--- src/rtl/regfile_dump_reader.sv ---
// Debug-side register file dump reader: walks all registers through a
// registered read port and streams them out over valid/ready.
module regfile_dump_reader #(
    parameter int NREGS = 16,
    parameter int AW    = 4,
    parameter int DW    = 32
) (
    input  logic          clk,
    input  logic          rst_n,
    input  logic          start,
    input  logic          abort,
    output logic          busy,
    output logic          done,
    output logic [AW-1:0] rd_addr,
    input  logic [DW-1:0] rd_data,
    input  logic          wr_snoop,
    input  logic [AW-1:0] wr_addr,
    input  logic [DW-1:0] wr_data,
    output logic          out_valid,
    input  logic          out_ready,
    output logic [DW-1:0] out_data,
    output logic [AW-1:0] out_idx,
    output logic          out_last
);

    typedef enum logic [2:0] {
        S_IDLE,
        S_ISSUE,
        S_CAPTURE,
        S_SEND,
        S_FIN
    } state_t;

    localparam logic [AW-1:0] LAST_IDX = AW'(NREGS - 1);

    state_t        r_state;
    state_t        w_next;
    logic [AW-1:0] r_idx;
    logic [AW-1:0] w_idx_nxt;
    logic [DW-1:0] r_fwd;
    logic          r_fwd_hit;
    logic [DW-1:0] r_out_data;
    logic [AW-1:0] r_out_idx;
    logic          r_out_last;
    logic          w_hit;
    logic          w_hs;
    logic [DW-1:0] w_value;

    assign w_hit = wr_snoop && (wr_addr == r_idx);
    assign w_hs  = (r_state == S_SEND) && out_ready;

    // The BRAM port returns pre-write data on a same-cycle write,
    // so writes seen in ISSUE or CAPTURE override the port output.
    assign w_value = w_hit     ? wr_data :
                     r_fwd_hit ? r_fwd   :
                                 rd_data;

    always_comb begin
        w_next    = r_state;
        w_idx_nxt = r_idx;
        unique case (r_state)
            S_IDLE: begin
                if (start) begin
                    w_idx_nxt = '0;
                    w_next    = S_ISSUE;
                end
            end
            S_ISSUE:   w_next = S_CAPTURE;
            S_CAPTURE: w_next = S_SEND;
            S_SEND: begin
                if (w_hs) begin
                    if (r_out_last) begin
                        w_next = S_FIN;
                    end else begin
                        w_idx_nxt = r_idx + 1'b1;
                        w_next    = S_ISSUE;
                    end
                end
            end
            S_FIN:   w_next = S_IDLE;
            default: w_next = S_IDLE;
        endcase
        if (abort) begin
            w_next    = S_IDLE;
            w_idx_nxt = '0;
        end
    end

    always_ff @(posedge clk or negedge rst_n) begin
        if (!rst_n) begin
            r_state    <= S_IDLE;
            r_idx      <= '0;
            r_fwd      <= '0;
            r_fwd_hit  <= 1'b0;
            r_out_data <= '0;
            r_out_idx  <= '0;
            r_out_last <= 1'b0;
        end else begin
            r_state <= w_next;
            r_idx   <= w_idx_nxt;
            if (r_state == S_ISSUE) begin
                r_fwd_hit <= w_hit;
                if (w_hit) begin
                    r_fwd <= wr_data;
                end
            end
            if (r_state == S_CAPTURE && !abort) begin
                r_out_data <= w_value;
                r_out_idx  <= r_idx;
                r_out_last <= (r_idx == LAST_IDX);
            end
        end
    end

    assign rd_addr   = r_idx;
    assign busy      = (r_state != S_IDLE);
    assign done      = (r_state == S_FIN);
    assign out_valid = (r_state == S_SEND);
    assign out_data  = r_out_data;
    assign out_idx   = r_out_idx;
    assign out_last  = r_out_last;

endmodule
--- config.mk ---
export PLATFORM = sky130hd
export DESIGN_NAME = regfile_dump_reader
export DESIGN_NICKNAME = d
export VERILOG_FILES = /design/src/rtl/regfile_dump_reader.sv
export SDC_FILE = /design/constraint.sdc
export NUM_CORES = 1
export LEC_CHECK = 0
export ABC_AREA = 1
export CAP_MARGIN = 40
export CELL_PAD_IN_SITES_DETAIL_PLACEMENT = 0
export CELL_PAD_IN_SITES_GLOBAL_PLACEMENT = 2
export CORE_UTILIZATION = 27
export DETAILED_ROUTE_END_ITERATION = 10
export GPL_ROUTABILITY_DRIVEN = 0
export PLACE_DENSITY = 0.85
export SLEW_MARGIN = 20
export SYNTH_ARGS = -nofsm -noshare
export SYNTH_HDL_FRONTEND = slang
export SYNTH_SLANG_ARGS = --single-unit
--- constraint.sdc ---
create_clock -name clk -period 2.05 [get_ports clk]
set_clock_uncertainty 0.1 [all_clocks]
set_input_delay 0.41 -clock clk [delete_from_list [all_inputs] [get_ports clk]]
set_output_delay 0.41 -clock clk [all_outputs]
set_load 0.01 [all_outputs]
Yosys cells after proc, flatten, opt, wreduce, memory -nomap -nowiden. Index checks and enable logic that the tools add are counted.

Flip-flop bits (word level): 77.

Reduce and logical (&&, ||, !) cells: 10. Multiplexer cells: 12. Add/sub/neg operators: 1. Equal/unequal tests: 9.

Operators with widths (count): 32-bit two-way mux (2); 4-bit two-way mux (4); 3-bit two-way mux (4); 3-bit case mux with 4 select lines (1); 4-bit case mux with 2 select lines (1); 3-bit by 2-bit == test with 1-bit output (second input constant) (2); 3-bit != test (second input constant) (2); 3-bit nonzero test (2); 4-bit by 1-bit adder with 4-bit output (second input constant) (1); 4-bit == test (1); 4-bit == test (second input constant) (1); 2-bit AND reduction (2); 4-bit AND reduction (1); 3-bit by 1-bit == test with 1-bit output (second input constant) (1); 3-bit == test (second input constant) (1); 1-bit logical AND (3); 3-bit logical NOT (1); 3-bit by 2-bit != test with 1-bit output (second input constant) (1); 1-bit logical NOT (1).

Longest topological paths before layout. Gate-level depths: netlist of the first run.

Depth in word-level cells: 5. Gate-level depth with buffers: 9. Gate-level depth less buffers: 9.

Worst setup path after synthesis of the first run. OpenSTA, ideal clock, no wires.

Path type: register -> register. Start point: register r_idx[0], in the netlist rd_addr[0]. End point: register r_fwd[0]. Path buffers: 2. Arrival time: 1.270 ns. Cell stages (with the launch flop): 10. Setup slack: 0.549 ns. Data required time: 1.820 ns. Period minus slack after synthesis: 1.501 ns. Library setup time: 0.130 ns. Cell sequence: dfrtp_1 -> inv_2 -> nand2_1 -> nand2_1 -> nor2_4 -> nand4_2 -> buf_6 -> buf_6 -> nand2_1 -> o21ai_1.

Cells in the longest elaborated chain, start to end: 3.

RTL lines: from (decl) (line 38) `logic [AW-1:0] r_idx;`; from (signal assigned) (line 100) `r_idx <= w_idx_nxt;`; 4-bit == test (line 49) `assign w_hit = wr_snoop && (wr_addr == r_idx);`; 1-bit logical AND (line 49); 2-bit AND reduction (no line); to (signal assigned) (line 104) `r_fwd <= wr_data;`; to (decl) (line 40) `logic [DW-1:0] r_fwd;`.

No other way between the ends. A chain may end at the register's enable or synchronous reset.

Worst setup path in the final report of the first run.
Start point: register r_idx[1], in the netlist rd_addr[1]. End point: output port rd_addr[1].

RTL lines: to (decl) (line 14) `output logic [AW-1:0] rd_addr,`.

No word-level cell between the ends.

==> results of run 1 <==
[worst max-delay path by stage]
| stage | from | end | slack, ps | cells after the start |
|---|---|---|---|---|
| after floorplan | rd_addr[0]$_DFFE_PN0P_ | r_fwd[0]$_DFFE_PN0P_ | 550 | 9 |
| after global placement | abort | out_data[26]$_DFFE_PN0P_ | -2 | 7 |
| after detailed placement | wr_addr[2] | r_fwd[17]$_DFFE_PN0P_ | -20 | 9 |
| after CTS | r_state[1]$_DFFE_PN0P_ | busy | 6 | 3 |
| after global routing | r_state[0]$_DFFE_PN0P_ | done | 70 | 4 |
| final | rd_addr[1]$_DFFE_PN0P_ | rd_addr[1] | 150 | 1 |
[where the power goes]
group          internal, mW  switching [mW]
Clock                 0.955           0.619
Sequential             2.01           0.289
Combinational          1.05           0.860
Total                  4.01            1.77
[worst register-to-register path, cell delays in order, from the launching register on]
cell and delay, ps:
dfrtp_1 410, buf_4 150, nor3_1 410, nand4_4 190, buf_12 220, nand2_1 100, o21ai_2 50
[synthesized netlist by cell type (2+ instances only)]
master	count
mux2i_1	32
nand3_1	39
inv_1	45
nor2_2	2
nand4_1	32
buf_2	16
nor2_1	6
nor2_4	2
clkbuf_1	8
inv_2	4
dfrtp_1	77
o21ai_0	7
nand2_1	163
o21ai_1	9
buf_6	6
o21ai_2	23
[final cells by class]
cell class / count / share of cell area [%]
well taps: 184 / 3.957
flip-flops and latches: 77 / 33.14
multi-input cells: 323 / 30.17
inverters: 49 / 3.161
repair buffers: 138 / 24.56
clock buffers: 16 / 5.011
[per-layer routing]
layer	vias to the layer above	part of all wire, %	track usage (%)
li1	1796	-	-
met1	1744	47	21.95
met2	89	46	25.59
met3	13	5.2	3.571
met4	0	1.5	6.101
met5	-	0	0
[flip-flops by register name, indices dropped and copies added, names as in the netlist]
name       cells
r_state        3
rd_addr        4
r_fwd         32
out_idx        4
out_data      32
out_last       1
r_fwd_hit      1
[cell families (layout without fill, tap and decap cells)]
family	after synthesis	in the layout	synth area share (%)
AO/OA/AOI/OAI	40	40	7.180
AND/OR/NAND/NOR	249	249	27.48
buffers and inverters	79	203	8.983
adder cells (fa/ha/maj)	1	1	0.3108
flip-flops	77	77	47.87
XOR/XNOR	1	1	0.2176
multiplexers	32	32	7.958
[timing repair]
| action | 4_1_cts | 5_1_grt |
|---|---|---|
| resized for setup | 3 | 1 |
| setup endpoints to repair | 2 | 1 |
| hold buffers | 1 | 0 |
| setup buffers | 0 | 1 |
| endpoints found under the hold margin | 24 | 0 |
[through the flow]
step,cell area (um2),power (mW),hold slack [ps]
after floorplan,4025,3.141,14.41
after global placement,5504,4.214,262.7
after detailed placement,5504,4.235,265.5
after CTS,5808,5.847,383.6
after global routing,5818,6.138,403.4
final,5818,5.778,378.9
==> results.yml, run 1 <==
outcome:
  outcome: "finished, final reports clean"
setup_path:
  rr_worst_depth: 6
  r2r-end: "r_fwd[13]$_DFFE_PN0P_"
  r2r-start: "r_state[1]$_DFFE_PN0P_"
  slowest_delay_ps: 580
  cp-end-kind: "output pin"
  critPathTopFamily: "buffers and inverters"
  critPathKind: "register to output pin"
  cp_slowest_cell: "clkdlybuf4s50_1"
  critical_path_buf_inv_count: 1
  crit_chain: "clkdlybuf4s50_1"
  worst-path-max-fanout: 6
  cp.arrival_ps: 1390
  crit_required_ps: 1540
  rrSetupSlack_ps: 310
  start_kind: "register"
hold_path:
  min_path_cells: 2
  holdPathEnd: "out_data[30]$_DFFE_PN0P_"
  holdCritPathClass: "register to register"
  hp-start: "out_data[30]$_DFFE_PN0P_"
sta:
  setup_tns_ps: 0
  tightestPinTransition_ps: 461.5
  slew_headroom_pct: 69.00
  min_period_over_period_pct: 92.52
  worst_slack_ps: 153.3
  finalHoldViolCount: 0
  max_freq_ghz: 0.5272
  setup_viol: 0
  min_period_ps: 1897
  slew_violations: 0
  rsz0062_at_grt: "no"
global_routing:
  antenna_found_initial: 0
  grt_overflow: 0
  grt_pass1_wl_um: 18640
  grt_max_degree: 35
  grt_pass1_vias: 3577
  grt_use_total_pct: 16.34
finish:
  stdcell_count: 787
  num_antenna_cells: 0
  area_delta_synth_final_pct: 44.54
  layout_commonest_cell: "nand2_1"
  seq_area_um2: 1928
  layout_common_cells: "163 x nand2_1, 113 x clkdlybuf4s50_1, 76 x dfrtp_1"
  finalNetCount: 673
  final_util_pct: 40.03
  drive_gt1_share_pct: 11.61
  multi_input_area_um2: 1755
  fillCellCount: 1509
floorplanning:
  io_pins: 118
  num_rows: 44
  die_w_um: 124.1
  core-area_um2: 14530
  die_area_um2: 15400
  fp.dieH_um: 124.1
  start_util_pct: 27.69
synth:
  synth_edf_count: 0
  yosys-top-cells-area: "dfrtp_1 48%, nand2_1 15%, mux2i_1 8.0%"
  synth_top_cell_by_area: "dfrtp_1"
  synth_warnings: 0
  synthDominantCellAreaShare_pct: 47.87
  syn_area_per_cell_um2: 8.403
  synth_flop_cell: "dfrtp_1"
  ys_async_sr_fraction_pct: 100.0
  seq_area_frac_synth_pct: 47.87
  synthesis.area_um2: 4025
  postSynthRegisterBits: 77
  syn_inst: 479
  syn_nets: 554
  synth_cell_types: 24
routing:
  viasPerCell: 4.628
  vias: 3642
  antenna_left: 0
  drcViolationCount: 0
  wire_per_inst_um: 15.04
  dr.pass1.iters: 4
  drt-initial-drc-count: 209
  wl_um: 11830
clocking:
  cts_buffer_depth: 2
  cts-root-buf: "clkbuf_16"
  clkSinkCount: 77
  ctsHtreeMaxLevel: 3
  clock_latency_ps: 340
  cts_made_buffers: 9
  cts_tree: "built"
  clk_pin_slew_ps: 60
power_and_ir_drop:
  p_leak_nw: 2.757
  pwr_density_cell_nw_per_um2: 993.2
  max-vdd-ir-drop_mv: 0.4540
job:
  drv_cap: 0
placement:
  place_ws_ps: -23.12
  port_buffers: 117
  place_inst: 769
  dp_hpwl_um: 8209
(Power assumes the default switching activity.)
==> inputs of run 2 (changes only) <==
--- a/config.mk
+++ b/config.mk
@@ -9,10 +9,10 @@
 export CAP_MARGIN = 40
 export CELL_PAD_IN_SITES_DETAIL_PLACEMENT = 0
 export CELL_PAD_IN_SITES_GLOBAL_PLACEMENT = 2
-export CORE_UTILIZATION = 27
+export CORE_UTILIZATION = 25
 export DETAILED_ROUTE_END_ITERATION = 10
 export GPL_ROUTABILITY_DRIVEN = 0
-export PLACE_DENSITY = 0.85
+export PLACE_DENSITY = 0.79
 export SLEW_MARGIN = 20
 export SYNTH_ARGS = -nofsm -noshare
 export SYNTH_HDL_FRONTEND = slang
==> run 2 against run 1 <==
Largest power group unchanged. Sequential cell count unchanged. Final cell count up 4.1%. Clock power down 3%. Wire length up 1.1%. Critical path type unchanged. Total power down 0.60%. Highest routed layer unchanged. Hold slack about the same. Combinational power about the same. Die area up 7.9%. Global-route usage down 0.91 points.
==> results.yml, run 2 (synthesized netlist as in run 1, its figures left out) <==
routing:
  antenna_left: 0
  viasPerCell: 4.387
  vias: 3593
  drcViolationCount: 0
  wl_um: 11970
  drt-initial-drc-count: 173
  wire_per_inst_um: 14.61
  dr.pass1.iters: 4
setup_path:
  crit_chain: "inv_1 > nand3_1 > clkdlybuf4s50_1"
  worst-path-max-fanout: 4
  cp_slowest_cell: "clkdlybuf4s50_1"
  r2r-start: "r_state[1]$_DFFE_PN0P_"
  start_kind: "register"
  critPathKind: "register to output pin"
  rrSetupSlack_ps: 320
  crit_required_ps: 1540
  cp.arrival_ps: 1500
  endpoint: "busy"
  cp-end-kind: "output pin"
  slowest_delay_ps: 500
  crit_start: "r_state[0]$_DFFE_PN0P_"
  rr_worst_depth: 6
  r2r-end: "r_fwd[13]$_DFFE_PN0P_"
clocking:
  clkSinkCount: 77
  cts_tree: "built"
  cts_buffer_depth: 2
  cts_made_buffers: 9
  clock_latency_ps: 340
  cts-root-buf: "clkbuf_16"
  clk_pin_slew_ps: 60
  ctsHtreeMaxLevel: 3
sta:
  min_period_over_period_pct: 97.86
  min_period_ps: 2006
  tightestPinTransition_ps: 462.1
  rsz0062_at_grt: "no"
  finalHoldViolCount: 0
  worst_slack_ps: 43.79
  slew_headroom_pct: 68.96
  max_freq_ghz: 0.4985
  slew_violations: 0
  setup_viol: 0
global_routing:
  grt_use_total_pct: 15.43
  grt_max_degree: 37
  grt_pass1_vias: 3707
  grt_overflow: 0
  grt_pass1_wl_um: 19430
  antenna_found_initial: 0
outcome:
  outcome: "finished, final reports clean"
finish:
  fillCellCount: 1630
  drive_gt1_share_pct: 11.77
  finalNetCount: 674
  layout_commonest_cell: "nand2_1"
  area_delta_synth_final_pct: 45.97
  layout_common_cells: "163 x nand2_1, 114 x clkdlybuf4s50_1, 76 x dfrtp_1"
  num_antenna_cells: 0
power_and_ir_drop:
  p_seq_share_pct: 40.0
  p_leak_nw: 2.757
  max-vdd-ir-drop_mv: 0.5669
  intPower_mw: 3.984
  pwr_density_cell_nw_per_um2: 977.6
  p_sw_share_pct: 30.64
  p_comb_share_pct: 33.6
  clkPwrFrac_pct: 26.4
  p_total_mw: 5.744
  power_switching_mw: 1.760
floorplanning:
  die_area_um2: 16610
  die_w_um: 128.9
  num_rows: 46
  start_util_pct: 25.43
  fp.dieH_um: 128.9
  io_pins: 118
  core-area_um2: 15830
job:
  drv_cap: 0
placement:
  port_buffers: 117
  dp_hpwl_um: 8470
  place_ws_ps: -75.44
hold_path:
  holdCritPathClass: "register to register"
[run 2: how the worst min path moves through the flow]
stage / end / cells past startpoint / slack, ps / start
after global routing: r_fwd[15]$_DFFE_PN0P_ / 2 / 400 / r_fwd[15]$_DFFE_PN0P_
final: out_data[13]$_DFFE_PN0P_ / 2 / 380 / out_data[13]$_DFFE_PN0P_
after detailed placement: out_data[8]$_DFFE_PN0P_ / 1 / 260 / rst_n
after global placement: out_data[9]$_DFFE_PN0P_ / 1 / 260 / rst_n
after CTS: r_fwd[19]$_DFFE_PN0P_ / 2 / 380 / r_fwd[19]$_DFFE_PN0P_
after floorplan: out_data[0]$_DFFE_PN0P_ / 0 / 10 / rst_n
[run 2: metal layers]
metal	GRT usage [%]	part of all wire, %	wire length (um)
met5	0	0	0
met4	5.398	1.4	165
met3	3.160	4.3	519
met2	25.69	47	5655
met1	19.84	47	5624
[run 2: layout make-up]
type / count / area (um2) / area share [%]
multi-input combinational: 323 / 1755 / 29.88
timing repair buffer: 139 / 1459 / 24.83
inverter: 49 / 183.9 / 3.130
clock buffer: 14 / 274.0 / 4.664
clock inverter: 1 / 5.005 / 0.08518
sequential: 77 / 1928 / 32.82
tap: 216 / 270.3 / 4.600
[run 2: what timing repair did]
| item | 4_1_cts | 5_1_grt |
|---|---|---|
| hold buffers | 1 | 0 |
| hold endpoints to repair | 25 | 0 |
| resized for setup | 3 | 0 |
| gates cloned | 0 | 0 |
| buffers inserted | 0 | 2 |
| endpoints found under the setup margin | 2 | 1 |
[run 2: power groups by stage]
stage | sequential (mW) | combinational, mW | clock [mW]
after floorplan | 2.41 | 0.730 | 0
after global placement | 2.31 | 1.92 | 0
after detailed placement | 2.32 | 1.93 | 0
after CTS | 2.31 | 1.95 | 1.57
after global routing | 2.36 | 2.14 | 1.62
final | 2.30 | 1.93 | 1.52
[run 2: worst max-delay path, delay by kind of cell, from the launching register on]
family	cells	cell delay, ps
buf+inv	2	640
simple gates	1	110
flops	1	400
[run 2: stage by stage]
stage,setup TNS [ps],hold slack [ps],instance area [um2],util (%),cells
2_1_floorplan,0,14.41,4025,-,479
3_3_place_gp,-90.84,255.5,5569,35.19,801
3_5_place_dp,-671.4,259.5,5569,35.19,801
4_1_cts,0,384.0,5861,37.03,817
5_1_grt,0,402.1,5876,37.12,819
6_report,0,378.6,5876,37.12,819
==> variant 1: new RTL, flow settings as in run 2 <==
Change the parameter `AW` from 4 to 6.
--- a/src/rtl/regfile_dump_reader.sv
+++ b/src/rtl/regfile_dump_reader.sv
@@ -2,7 +2,7 @@
 // registered read port and streams them out over valid/ready.
 module regfile_dump_reader #(
     parameter int NREGS = 16,
-    parameter int AW    = 4,
+    parameter int AW    = 6,
     parameter int DW    = 32
 ) (
     input  logic          clk,
Ports: changed (resized out_idx, rd_addr and wr_addr); port bits go from 118 to 124. The function was not compared with the original's and may differ.
==> variant 1 against run 2 <==
Utilization rose by 0.64 points. Synthesized area rose by 5.9%. Design area rose by 7.0%. Die area rose by 5.8%. Non-clock buffer count rose by 12. Final cell count rose by 6.0%. Wire length rose by 9.5%. Power rose by 2.1%. Sequential share of layout area fell by 0.52 points. Sequential cell count rose by 4. Setup slack improved by 62 ps. Combinational power fell by 7%. Synthesized cell count rose by 7.1%. Largest power group unchanged. Highest routed layer unchanged.
==> variant 1: results (changes against run 2) <==
- Status: completed (unchanged)
- Yosys cell types: 25 (was 24)
- Clock tree buffer depth: 2 (unchanged)
- H-tree depth: 3 (unchanged)
- Met2 routed WL: 6.07 mm (was 5.66 mm)
- DRC marker count from the first detailed-route iteration: 144 (was 173)
- Ys async rst share: 100% (unchanged)
- Drt wl/cell: 15.1 um (was 14.6 um)
- Vias in the first global route: 4060 (was 3707)
- Max transition margin: 72.1% (was 69.0%)
- Pleak: 0.00292 uW (was 0.00276 uW)
- Max VDD drop: 0.376 mV (was 0.567 mV)
- Clock input transition at the sequential cells of the worst setup and hold paths: 60 ps (about the same)
- Most frequent cells after synthesis: nand2_1, dfrtp_1, inv_1 (unchanged)
- Critical Path AT: 1430 ps (was 1500 ps)
- Internal power: 4200 uW (was 3980 uW)
- WL met1: 6.06 mm (was 5.62 mm)
- Top post-synthesis cells by area: dfrtp_1, nand2_1, mux2i_1, nand3_1, nand4_1 (was dfrtp_1, nand2_1, mux2i_1, o21ai_2, nand4_1)
- Largest net degree at the start of global routing: 43 (was 37)
- Met3 wire length: 781 um (was 519 um)
- Pre-CTS worst setup slack: -61.1 ps (was -75.4 ps)
- Routed vias/inst: 4.53 (was 4.39)
- CTS Root Cell: clkbuf_16 (unchanged)
- GRT Total Usage: 15.8% (was 15.4%)
- Post-DP HPWL: 9.20 mm (was 8.47 mm)
- I/O Buffers: 123 (was 117)
- Worst min-delay path class: register to register (unchanged)
- First-pass GRT wire length: 21.8 mm (was 19.4 mm)
- Final #Nets: 722 (was 674)
- Fillers: 1661 (was 1630)
- Mapped Nets: 590 (was 554)
- Sequential share of the synthesized area: 47.6% (was 47.9%)
- Share of layout cells above drive strength 1: 12.7% (was 11.8%)
-- variant 1: cell count changes after synthesis, sizes merged, moves of 2 or more --
cell	delta
dfrtp	+4
nor3	+2
buf	-3
inv	+4
nand2	+10
o21ai	+4
nand3	+3
nor2	+4
clkbuf	+3
-- variant 1: worst paths after layout --
path / startpoint / slack [ps] / cells after the start / endpoint
worst max-delay path: r_state[0]$_DFFE_PN0P_ / 110 / 3 / done
worst min-delay path: out_data[17]$_DFFE_PN0P_ / 380 / 2 / out_data[17]$_DFFE_PN0P_
worst max register to register: rd_addr[0]$_DFFE_PN0P_ / 340 / 8 / r_fwd[30]$_DFFE_PN0P_
worst min register to register: out_data[17]$_DFFE_PN0P_ / 380 / 2 / out_data[17]$_DFFE_PN0P_
max in group asynchronous: rst_n / 830 / 3 / r_state[2]$_DFFE_PN0P_
min in group asynchronous: rst_n / 440 / 2 / out_data[23]$_DFFE_PN0P_
-- variant 1: cell type report --
type / instances / area, um^2 / share of cell area, %
Clock buffer: 11 / 243 / 3.86
Timing Repair Buffer: 151 / 1570 / 25.0
Sequential cell: 81 / 2030 / 32.3
Inverter: 53 / 199 / 3.17
Clock inverter: 3 / 90.1 / 1.43
Tap cell: 220 / 275 / 4.38
Multi-Input combinational cell: 349 / 1880 / 29.9
-- variant 1: per-layer routing --
layer / vias up / GRT usage (%)
li1: 1944 / -
met1: 1861 / 21.1
met2: 112 / 25.0
met3: 16 / 3.72
met4: 0 / 5.62
met5: - / 0
-- variant 1: worst max-delay path: stages (launching register included) --
cell and delay [ps]:
dfrtp_1 430, buf_4 150, nor3_1 220, dlygate4sd2_1 300
-- variant 1: cell families (layout without fill, tap and decap cells) --
kind of cell	after synthesis	in the layout	synth area share, %
buffers and inverters	83	218	8.75
and+or+nand+nor	269	269	28.3
xor gates and xnor gates	2	2	0.411
DFF	81	81	47.6
muxes	32	32	7.52
AOI/OAI and AO/OA	45	45	7.16
adders and majority gates	1	1	0.294
-- variant 1: what timing repair did --
action                                  in CTS  in global routing
endpoints found under the setup margin       3                  2
hold buffers                                 1                  0
hold endpoints to repair                    26                  0
setup buffers                                2                  2
gates resized for setup                      1                  4
cloned                                       0                  0
-- variant 1: power by group through the flow --
stage | Combinational (uW) | Sequential [uW] | Clock, uW
after floorplan | 537 | 2380 | 0
after global placement | 1790 | 2240 | 0
after detailed placement | 1790 | 2260 | 0
after CTS | 1820 | 2230 | 1900
after global routing | 1960 | 2280 | 1970
final | 1790 | 2230 | 1850
-- variant 1: per-stage QoR --
step           total power [uW]  util (%)  cells  area (um^2)
3_3_place_gp               4030      35.5    849         5900
3_5_place_dp               4050      35.5    849         5900
2_1_floorplan              2910         -    513         4260
5_1_grt                    6210      37.8    868         6280
4_1_cts                    5950      37.6    866         6260
6_report                   5860      37.8    868         6280
==> variant 2: new RTL, flow settings as in run 2 <==
Without the edit above. Re-encode `state_t` (5 states) as one-hot, 5 bits wide.
--- a/src/rtl/regfile_dump_reader.sv
+++ b/src/rtl/regfile_dump_reader.sv
@@ -23,12 +23,12 @@
     output logic          out_last
 );
 
-    typedef enum logic [2:0] {
-        S_IDLE,
-        S_ISSUE,
-        S_CAPTURE,
-        S_SEND,
-        S_FIN
+    typedef enum logic [4:0] {
+        S_IDLE    = 5'b00001,
+        S_ISSUE   = 5'b00010,
+        S_CAPTURE = 5'b00100,
+        S_SEND    = 5'b01000,
+        S_FIN     = 5'b10000
     } state_t;
 
     localparam logic [AW-1:0] LAST_IDX = AW'(NREGS - 1);
Check against the original RTL: same outputs for any inputs over 10 cycles, from zero or initial values and one cycle with rst_n low; not proved beyond that.
==> variant 2 against run 2 <==
Wire length rose by 2.4%. Synthesized area rose by 2.2%. Design area up 1.7%. Setup slack gained 62 ps. Sequential cell count increased by 2. Count of clock-buffer cells in the layout is 2 lower. Power decreased by 13%. Fmax up 3.2%. Largest power group unchanged.
==> variant 2: results (changes against run 2) <==
- Internal power: 3560 uW (was 3980 uW)
- Final #Nets: 686 (was 674)
- DRC marker count from the first detailed-route iteration: 194 (was 173)
- Proportion of synthesized area in mux cells: 7.79% (was 7.96%)
- GRT Total Usage: 15.6% (was 15.4%)
- Vias in the first global route: 3807 (was 3707)
- Largest net degree at the start of global routing: 39 (was 37)
- Mapped Nets: 565 (was 554)
- Slowest cell on crit path: dfstp_2 (was clkdlybuf4s50_1)
- Worst-path fanout max: 2 (was 4)
- Most frequent cells after synthesis: nand2_1, dfrtp_1, inv_1 (unchanged)
- Pleak: 0.00282 uW (was 0.00276 uW)
- Hold Slack: 376 ps (was 379 ps)
- Max VDD drop: 0.356 mV (was 0.567 mV)
- Complex-gate fraction of the synthesized area: 7.33% (was 7.18%)
- Ys async rst share: 100% (unchanged)
- Status: completed (unchanged)
- Critical Path AT: 1430 ps (was 1500 ps)
- First-pass GRT wire length: 20.0 mm (was 19.4 mm)
- Synthesized-area fraction occupied by adder cells: 0.304% (was 0.311%)
- Share of layout cells above drive strength 1: 12.3% (was 11.8%)
- Sequential share of the synthesized area: 48.1% (was 47.9%)
- Post-DP HPWL: 8.42 mm (was 8.47 mm)
- Via count: 3728 (was 3593)
- Fin crit period: 1940 ps (was 2010 ps)
- Top post-synthesis cells by area: dfrtp_1, nand2_1, mux2i_1, nand4_1, o21ai_2 (was dfrtp_1, nand2_1, mux2i_1, o21ai_2, nand4_1)
- XOR/XNOR share of the synthesized area: 0.426% (was 0.218%)
- Worst slew pin tran: 362 ps (was 462 ps)
- Yosys cell types: 23 (was 24)
[variant 2: cell count changes after synthesis, sizes merged, moves of 2 or more]
| cell | before | now |
|---|---|---|
| nand2 | 163 | 161 |
| nor2 | 10 | 19 |
| clkbuf | 8 | 10 |
| nand4 | 33 | 38 |
| o21ai | 39 | 43 |
| inv | 49 | 47 |
| nand3 | 40 | 38 |
| buf | 22 | 20 |
[variant 2: final timing paths]
| check | startpoint | to | cells after the start |
|---|---|---|---|
| worst max-delay path | r_state[0]$_DFFE_PN1P_ | busy | 4 |
| worst min register to register | out_data[8]$_DFFE_PN0P_ | out_data[8]$_DFFE_PN0P_ | 2 |
| max in group asynchronous | rst_n | out_data[7]$_DFFE_PN0P_ | 3 |
| min in group asynchronous | rst_n | r_fwd[28]$_DFFE_PN0P_ | 2 |
| worst min-delay path | out_data[8]$_DFFE_PN0P_ | out_data[8]$_DFFE_PN0P_ | 2 |
| worst max register to register | r_state[2]$_DFFE_PN0P_ | r_fwd[8]$_DFFE_PN0P_ | 8 |
[variant 2: per-layer routing]
metal | GRT usage [%] | share of wire (%) | up-vias
li1 | - | - | 1849
met1 | 20.7 | 47 | 1772
met2 | 24.8 | 46 | 92
met3 | 3.08 | 5.1 | 15
met4 | 6.63 | 2.1 | 0
met5 | 0 | 0 | -
[variant 2: through the flow]
stage / util (%) / instances / area, um^2
2_1_floorplan: - / 490 / 4110
3_3_place_gp: 35.3 / 813 / 5650
3_5_place_dp: 35.3 / 813 / 5650
4_1_cts: 37.3 / 830 / 5960
5_1_grt: 37.4 / 832 / 5980
6_report: 37.4 / 832 / 5980
[variant 2: power by group through the flow]
stage               clock network, uW  registers, uW  logic [uW]
finish                           1600           1980        1420
global route                     1720           2010        1570
CTS                              1660           1990        1430
detailed placement                  0           2010        1430
global placement                    0           2010        1410
floorplan                           0           2030         630
[variant 2: worst max-delay path, delay by kind of cell (launching register included)]
kind          cells  cell delay (ps)
simple gates      2              220
flops             1              560
buf+inv           2              310
[variant 2: repair_timing]
action,4_1_cts,5_1_grt
gates resized for setup,7,5
buffers inserted,0,2
pin swaps,0,1
endpoints found under the setup margin,3,2
hold buffers,1,0
endpoints found under the hold margin,18,0
[variant 2: final cells by class]
class                   count  area [um^2]
flip-flops and latches     79         1980
fillers                  1692        10000
well taps                 216          270
clock inverters             4         45.0
clock buffers              12          246
repair buffers            140         1440
inverters                  47          176
multi-input cells         334         1820
[variant 2: kinds of logic (layout without fill, tap and decap cells)]
logic type      Yosys count  count (layout)
compound gates           43              43
xor+xnor                  2               2
fa+ha+maj                 1               1
buf+inv                  77             203
flops                    79              79
mux                      32              32
simple gates            256             256
